File: config.mk
export PLATFORM = sky130hd
export DESIGN_NAME = block_ram_read_port
export DESIGN_NICKNAME = d
export VERILOG_FILES = /design/src/rtl/block_ram_read_port.sv
export SDC_FILE = /design/constraint.sdc
export NUM_CORES = 1
export LEC_CHECK = 0
export ABC_AREA = 1
export BUFFER_PORTS_ARGS = -buffer_cell sky130_fd_sc_hd__buf_2
export CELL_PAD_IN_SITES_DETAIL_PLACEMENT = 1
export CELL_PAD_IN_SITES_GLOBAL_PLACEMENT = 1
export CORE_MARGIN = 1
export CORE_UTILIZATION = 34
export DETAILED_ROUTE_END_ITERATION = 10
export PLACE_DENSITY_LB_ADDON = 0.1
export SYNTH_ARGS = -nofsm -noshare
export SYNTH_HDL_FRONTEND = slang
export SYNTH_SLANG_ARGS = --single-unit
File: constraint.sdc
create_clock -name CLK -period 2.6 [get_ports CLK]
set_input_delay 0.13 -clock CLK [delete_from_list [all_inputs] [get_ports CLK]]
set_output_delay 0.13 -clock CLK [all_outputs]
set_load 0.01 [all_outputs]
File: src/rtl/block_ram_read_port.sv
// Request/response front end for a single-port synchronous RAM.
// Writes go straight to the RAM. Reads return RAM_DO one cycle later,
// either bypassed directly to the consumer or parked in a 2-entry skid
// FIFO while the consumer stalls. REQ_READY only rises when there is
// guaranteed room for the response, so nothing is ever dropped.
module block_ram_read_port #(
    parameter int ADDR_WIDTH = 1,
    parameter int DATA_WIDTH = 1
) (
    input  logic                  CLK,
    input  logic                  RESET_N,
    input  logic                  REQ_VALID,
    output logic                  REQ_READY,
    input  logic                  REQ_WE,
    input  logic [ADDR_WIDTH-1:0] REQ_ADDR,
    input  logic [DATA_WIDTH-1:0] REQ_DATA,
    output logic                  RESP_VALID,
    input  logic                  RESP_READY,
    output logic [DATA_WIDTH-1:0] RESP_DATA,
    output logic [ADDR_WIDTH-1:0] RAM_ADDR,
    output logic                  RAM_WE,
    output logic [DATA_WIDTH-1:0] RAM_DI,
    input  logic [DATA_WIDTH-1:0] RAM_DO
);

    // Read issued last cycle; RAM_DO holds its data this cycle.
    logic                  inflight;
    // Response FIFO bookkeeping.
    logic [1:0]            occ;
    logic                  rd_ptr;
    logic                  wr_ptr;
    logic [DATA_WIDTH-1:0] fifo_mem [2];

    logic                  req_fire;
    logic                  read_fire;
    logic                  deq;
    logic                  bypass;
    logic                  fifo_enq;
    logic                  fifo_deq;
    logic [2:0]            pending;
    logic [1:0]            occ_next;

    // Handshake, bypass and FIFO control decisions for the current cycle.
    always_comb begin
        RAM_ADDR   = REQ_ADDR;
        RAM_DI     = REQ_DATA;
        RESP_VALID = RESET_N && ((occ != 2'd0) || inflight);
        bypass     = (occ == 2'd0) && inflight;
        RESP_DATA  = bypass ? RAM_DO : fifo_mem[rd_ptr];
        deq        = RESP_VALID && RESP_READY;
        // Responses still owed after this cycle's dequeue; a new read may
        // only be issued if its response is sure to find a free slot.
        pending    = {1'b0, occ} + {2'b00, inflight} - {2'b00, deq};
        REQ_READY  = RESET_N && (pending < 3'd2);
        req_fire   = REQ_VALID && REQ_READY;
        read_fire  = req_fire && !REQ_WE;
        RAM_WE     = req_fire && REQ_WE;
        // A bypassed response taken this cycle never needs buffering.
        fifo_enq   = inflight && !(bypass && deq);
        fifo_deq   = deq && (occ != 2'd0);
        occ_next   = occ + {1'b0, fifo_enq} - {1'b0, fifo_deq};
    end

    // Control state; reset discards any buffered or in-flight responses.
    always_ff @(posedge CLK or negedge RESET_N) begin
        if (!RESET_N) begin
            inflight <= 1'b0;
            occ      <= 2'd0;
            rd_ptr   <= 1'b0;
            wr_ptr   <= 1'b0;
        end else begin
            inflight <= read_fire;
            occ      <= occ_next;
            if (fifo_enq) begin
                wr_ptr <= ~wr_ptr;
            end
            if (fifo_deq) begin
                rd_ptr <= ~rd_ptr;
            end
        end
    end

    // FIFO payload storage; contents are qualified by occ so no reset.
    always_ff @(posedge CLK) begin
        if (fifo_enq) begin
            fifo_mem[wr_ptr] <= RAM_DO;
        end
    end

endmodule

======== Yosys cells after proc, flatten, opt, wreduce, memory -nomap -nowiden ========
Memory sizes are Yosys's and may differ from the RTL's.
Index checks and enable logic that the tools add are counted.
cells by class
  add/sub/neg operators ................... 4
  magnitude comparators ................... 1
  multiplexer cells ....................... 3
  bitwise logic cells ..................... 2
  reduce and logical (&&, ||, !) cells .... 15
operators with widths
  operator            count
  $logic_and 1x1->1   10
  $add 2x1->3         1
  $lt 3x2->1 const B  1
  $mux 1              3
  $sub 3x1->3         1
  $add 2x1->2         1
  $logic_not 1->1     2
  $logic_not 2->1     1
  $not 1->1           2
  $reduce_bool 2->1   1
  $sub 2x1->2         1
  $logic_or 1x1->1    1
storage, ports and cells
  bits in registers ....................... 5
  bits in writable memories ............... 2
  input bits .............................. 8
  output and inout port bits .............. 6
  logic and storage cells ................. 30
  memories ................................ 1
memory list
  name      depth  bits a word  rd ports  clocked after Yosys merged registers in  wr ports  line  text
  fifo_mem  2      1            1         0                                        1         32    logic [DATA_WIDTH-1:0] fifo_mem [2];

======== Longest topological paths before layout ========
  depth in word-level cells ............... 9
  mapped depth ............................ 11
  gate-level depth less buffers ........... 11

======== Worst setup path after synthesis ========
OpenSTA, ideal clock, no wires.
  path kind ............................... reg2out
  start ................................... reg occ[1]
  end ..................................... out RAM_WE
  arrival time ............................ 2.406 ns
  required time ........................... 2.470 ns
  slack ................................... 0.064 ns
  stages on the path, launching flop included .. 12
  path buffers ............................ 0
  path through ............................ dfrtp_1 nor2_2 a21oi_2 nand2_1 inv_1 ha_1 or2_2 fa_1 nand2_1 nor3b_2 nand2_1 nor2_1
on the way
  cells in the longest elaborated chain, start to end .. 9
  elaborated cells on any way between the ends .. 10
  those cells by class .................... add/sub: 2; order compare: 1; reduce/logical: 7
ends and longest elaborated chain
  item                      line  text
  start: declaration        29    logic [1:0] occ;
  start signal: assignment  73    occ <= occ_next;
  $reduce_bool 2->1         47    RESP_VALID = RESET_N && ((occ != 2'd0) || inflight);
  $logic_or 1x1->1          47
  $logic_and 1x1->1         47
  via RESP_VALID            17    output logic RESP_VALID,
  $logic_and 1x1->1         50    deq = RESP_VALID && RESP_READY;
  $sub 3x1->3               53    pending = {1'b0, occ} + {2'b00, inflight} - {2'b00, deq};
  $lt 3x2->1                54    REQ_READY = RESET_N && (pending < 3'd2);
  $logic_and 1x1->1         54
  via REQ_READY             13    output logic REQ_READY,
  $logic_and 1x1->1         55    req_fire = REQ_VALID && REQ_READY;
  $logic_and 1x1->1         57    RAM_WE = req_fire && REQ_WE;
  end: declaration          21    output logic RAM_WE,
The timed path passes the listed nets, and every way through them passes these cells.

======== Worst setup path in the final report ========
  start ................................... reg occ[0]
  end ..................................... out RAM_WE
on the way
  cells in the longest elaborated chain, start to end .. 9
  elaborated cells on any way between the ends .. 10
  those cells by class .................... add/sub: 2; order compare: 1; reduce/logical: 7
ends and longest elaborated chain
  item                 line
  $reduce_bool 2->1    47
  $logic_or 1x1->1     47
  $logic_and 1x1->1    47
  $logic_and 1x1->1    50
  $sub 3x1->3 *        53
  $lt 3x2->1 *         54
  $logic_and 1x1->1 *  54
  $logic_and 1x1->1 *  55
  $logic_and 1x1->1 *  57
Mark *: on every way between the ends. The rest lies on a longest branch, timed or not.

==> key figures <==
Outcome
  • Status: finished, violations left
  • Failing checks: setup timing

Worst setup path
  • Crit Path Category: reg2out
  • Critical Path RT: 2470 ps
  • Crit path max fanout: 2
  • CP cell instances: nor2_2, a21oi_2, nand2_1, inv_2, ha_4, or2_4, fa_1, nand2_1, nor3b_2, nand2_1, nor2_1, buf_2
  • Most common cell on crit path: nand2_1
  • CP max stage cell: fa_1
  • Worst Setup End Kind: output pin
  • Critical path data arrival time: 2510 ps
  • Critical path launch point type: register
  • Worst path max stage delay: 500 ps

Routing
  • DR WL/cell: 11.68 µm
  • Vias: 397
  • DRT iter0 DRCs: 2
  • Drt pass-1 iters: 4
  • Post-route ant nets: 0
  • DRT Wirelength: 1.028 mm
  • # DRC: 0
  • Vias per cell: 4.511

STA
  • PnR worst setup slack: -42.62 ps
  • Hold Vio Cnt, Final: 0
  • Setup-failing EPs final: 1
  • Worst-margin pin slew: 182.0 ps
  • Total Neg Setup Slack: -42.62 ps
  • Maximum clock rate: 378.4 MHz
  • RSZ-0062 raised after global routing: yes
  • Min Tclk post-route: 2643 ps
  • Period utilization: 101.6%
  • Skew final: 4.341 ps
  • Slew headroom: 87.78%
  • Max Slew Vio Count: 0

Synth
  • Syn Area/Cell: 8.411 µm²
  • Synth Net Count: 66
  • Distinct cell type count after synthesis: 19
  • Post-Synthesis Cells: 54
  • Netlist Area Pre-Place: 454.2 µm²
  • FF+latch count, synth: 7
  • Seq/Total Area, Yosys: 40.77%
  • YS warnings: 0

Finish
  • # diodes: 0
  • Commonest non-fill, non-tap cell in the layout: nand2_1
  • Nets: 87
  • Commonest non-fill, non-tap cells in the layout: 12 x nand2_1, 9 x inv_1, 9 x buf_2, 8 x buf_4
  • Layout cells sized above 1: 39.19%
  • Layout area overhead: 34.99%
  • Cell Count, Final, Fillers Out: 88

Place
  • Port buffer count: 9
  • GPL Wtd Cong: 0.6368
  • Dpl cells: 78
  • DP Wirelength: 750.6 µm

Floorplan
  • I/O pins: 14
  • Core area: 1171 µm²
  • Initial Util: 38.78%
  • Die Area: 1486 µm²
  • Die height: 38.55 µm
  • Rows: 12
  • Die X: 38.55 µm

Clocking
  • CTS tree: built
  • TritonCTS Sinks: 7
  • Worst-path clk slew: 60 ps
  • Worst skew pair latency: 260 ps
  • Clock root cell: clkbuf_4
  • CTS buffer count: 3
  • Htree depth: 1
  • Max clock buf depth: 2

GRT
  • First-pass GRT wire length: 1.731 mm
  • Antenna violations before repair: 0
  • Gr usage total: 18.59%
  • Largest net degree at the start of global routing: 9
  • Total grt overflow: 0
  • Vias in the first global route: 402

Worst hold path
  • Class of the worst hold path: in2reg

Power
  • VDD IR max: 0.4348 mV
  • Leakage: 0.3318 nW
  • Pwr dens: 956.0 nW/µm²

Flow run
  • Max-Cap Viols: 0
## sequential cells by signal, summed over array words and instances (netlist names)
name      flops
occ           2
fifo_mem      2
rd_ptr        1
inflight      1
wr_ptr        1
## report_power, final
part | leakage [nW] | internal (mW) | switching, mW
logic | 0.237 | 0.152 | 0.157
registers | 0.0800 | 0.149 | 0.0233
clock network | 0.0150 | 0.0589 | 0.0452
## cells by family after synthesis
group                      after synthesis  share of synthesized area (%)
AOI/OAI and AO/OA                        2                          3.307
DFF                                      7                          40.77
and+or+nand+nor                         25                          26.17
xor gates and xnor gates                 2                          3.857
adders and majority gates                4                          12.67
buffers and inverters                   14                          13.22
## per-stage QoR
step | power [mW] | hold WS (ps) | utilization [%] | area [µm²] | setup WS, ps
after floorplan | 0.3399 | -165.6 | - | 454.2 | 64.09
after global placement | 0.4058 | 51.21 | 44.77 | 524.3 | 140.2
after detailed placement | 0.4262 | 49.25 | 44.77 | 524.3 | 56.02
after CTS | 0.5815 | 37.41 | 51.28 | 600.6 | -148.9
after global routing | 0.6425 | 35.31 | 52.35 | 613.1 | -223.3
final | 0.5861 | 38.29 | 52.35 | 613.1 | -42.62
## critical path: cells and delay by family, from the launching register on
kind,cells,cell delay (ps)
flops,1,400
simple gates,7,900
buf+inv,2,170
compound gates,1,80
fa+ha+maj,2,700
## layout make-up
cell class              instances  area, µm²
clock buffers                   4      26.28
fillers                       148      558.0
inverters                      12      45.04
multi-input cells              33      224.0
flip-flops and latches          7      185.2
well taps                      14      17.52
repair buffers                 18      115.1
## layer usage
metal  wire length [µm]  vias to the layer above  track usage [%]  part of all wire, %
li1                   -                      207                -                    -
met1                468                      178            21.82                   46
met2                484                        9            29.58                   47
met3                 52                        3            5.233                  5.1
met5                  0                        -                0                    0
met4                 23                        0            11.21                  2.2
## repair_timing
item | CTS | global route
endpoints found under the setup margin | 2 | 2
pin swaps | 8 | 7
hold buffers | 1 | 0
endpoints found under the hold margin | 5 | 0
setup buffers | 5 | 0
gates cloned | 0 | 0
gates resized for setup | 1 | 2
## cells in the mapped netlist
cell      number  area, µm²
nand2_1       12      45.04
inv_1         10      37.54
dfrtp_1        5      125.1
nor2_1         5      18.77
ha_1           3      37.54
nand4_1        3      18.77
buf_4          2      15.01
edfxtp_1       2      60.06
inv_2          2      7.510
a21oi_2        1      8.760
a31oi_1        1      6.260
fa_1           1      20.02
nand2_2        1      6.260
nand3_1        1      5.000
nor2_2         1      6.260
nor3b_2        1      12.51
or2_2          1      6.260
xnor2_1        1      8.760
xor2_1         1      8.760
## path summary, 6_finish.rpt
check	from	endpoint	slack, ps	cells after the start
worst min register to register	wr_ptr	wr_ptr	470	2
worst max-delay path	occ[0]	RAM_WE	-40	12
min in group asynchronous	RESET_N	occ[1]	320	3
worst max register to register	occ[0]	inflight	290	12
worst min-delay path	REQ_WE	inflight	40	2
max in group asynchronous	RESET_N	rd_ptr	2150	3
Note: power is estimated with default switching activity, not from simulation.
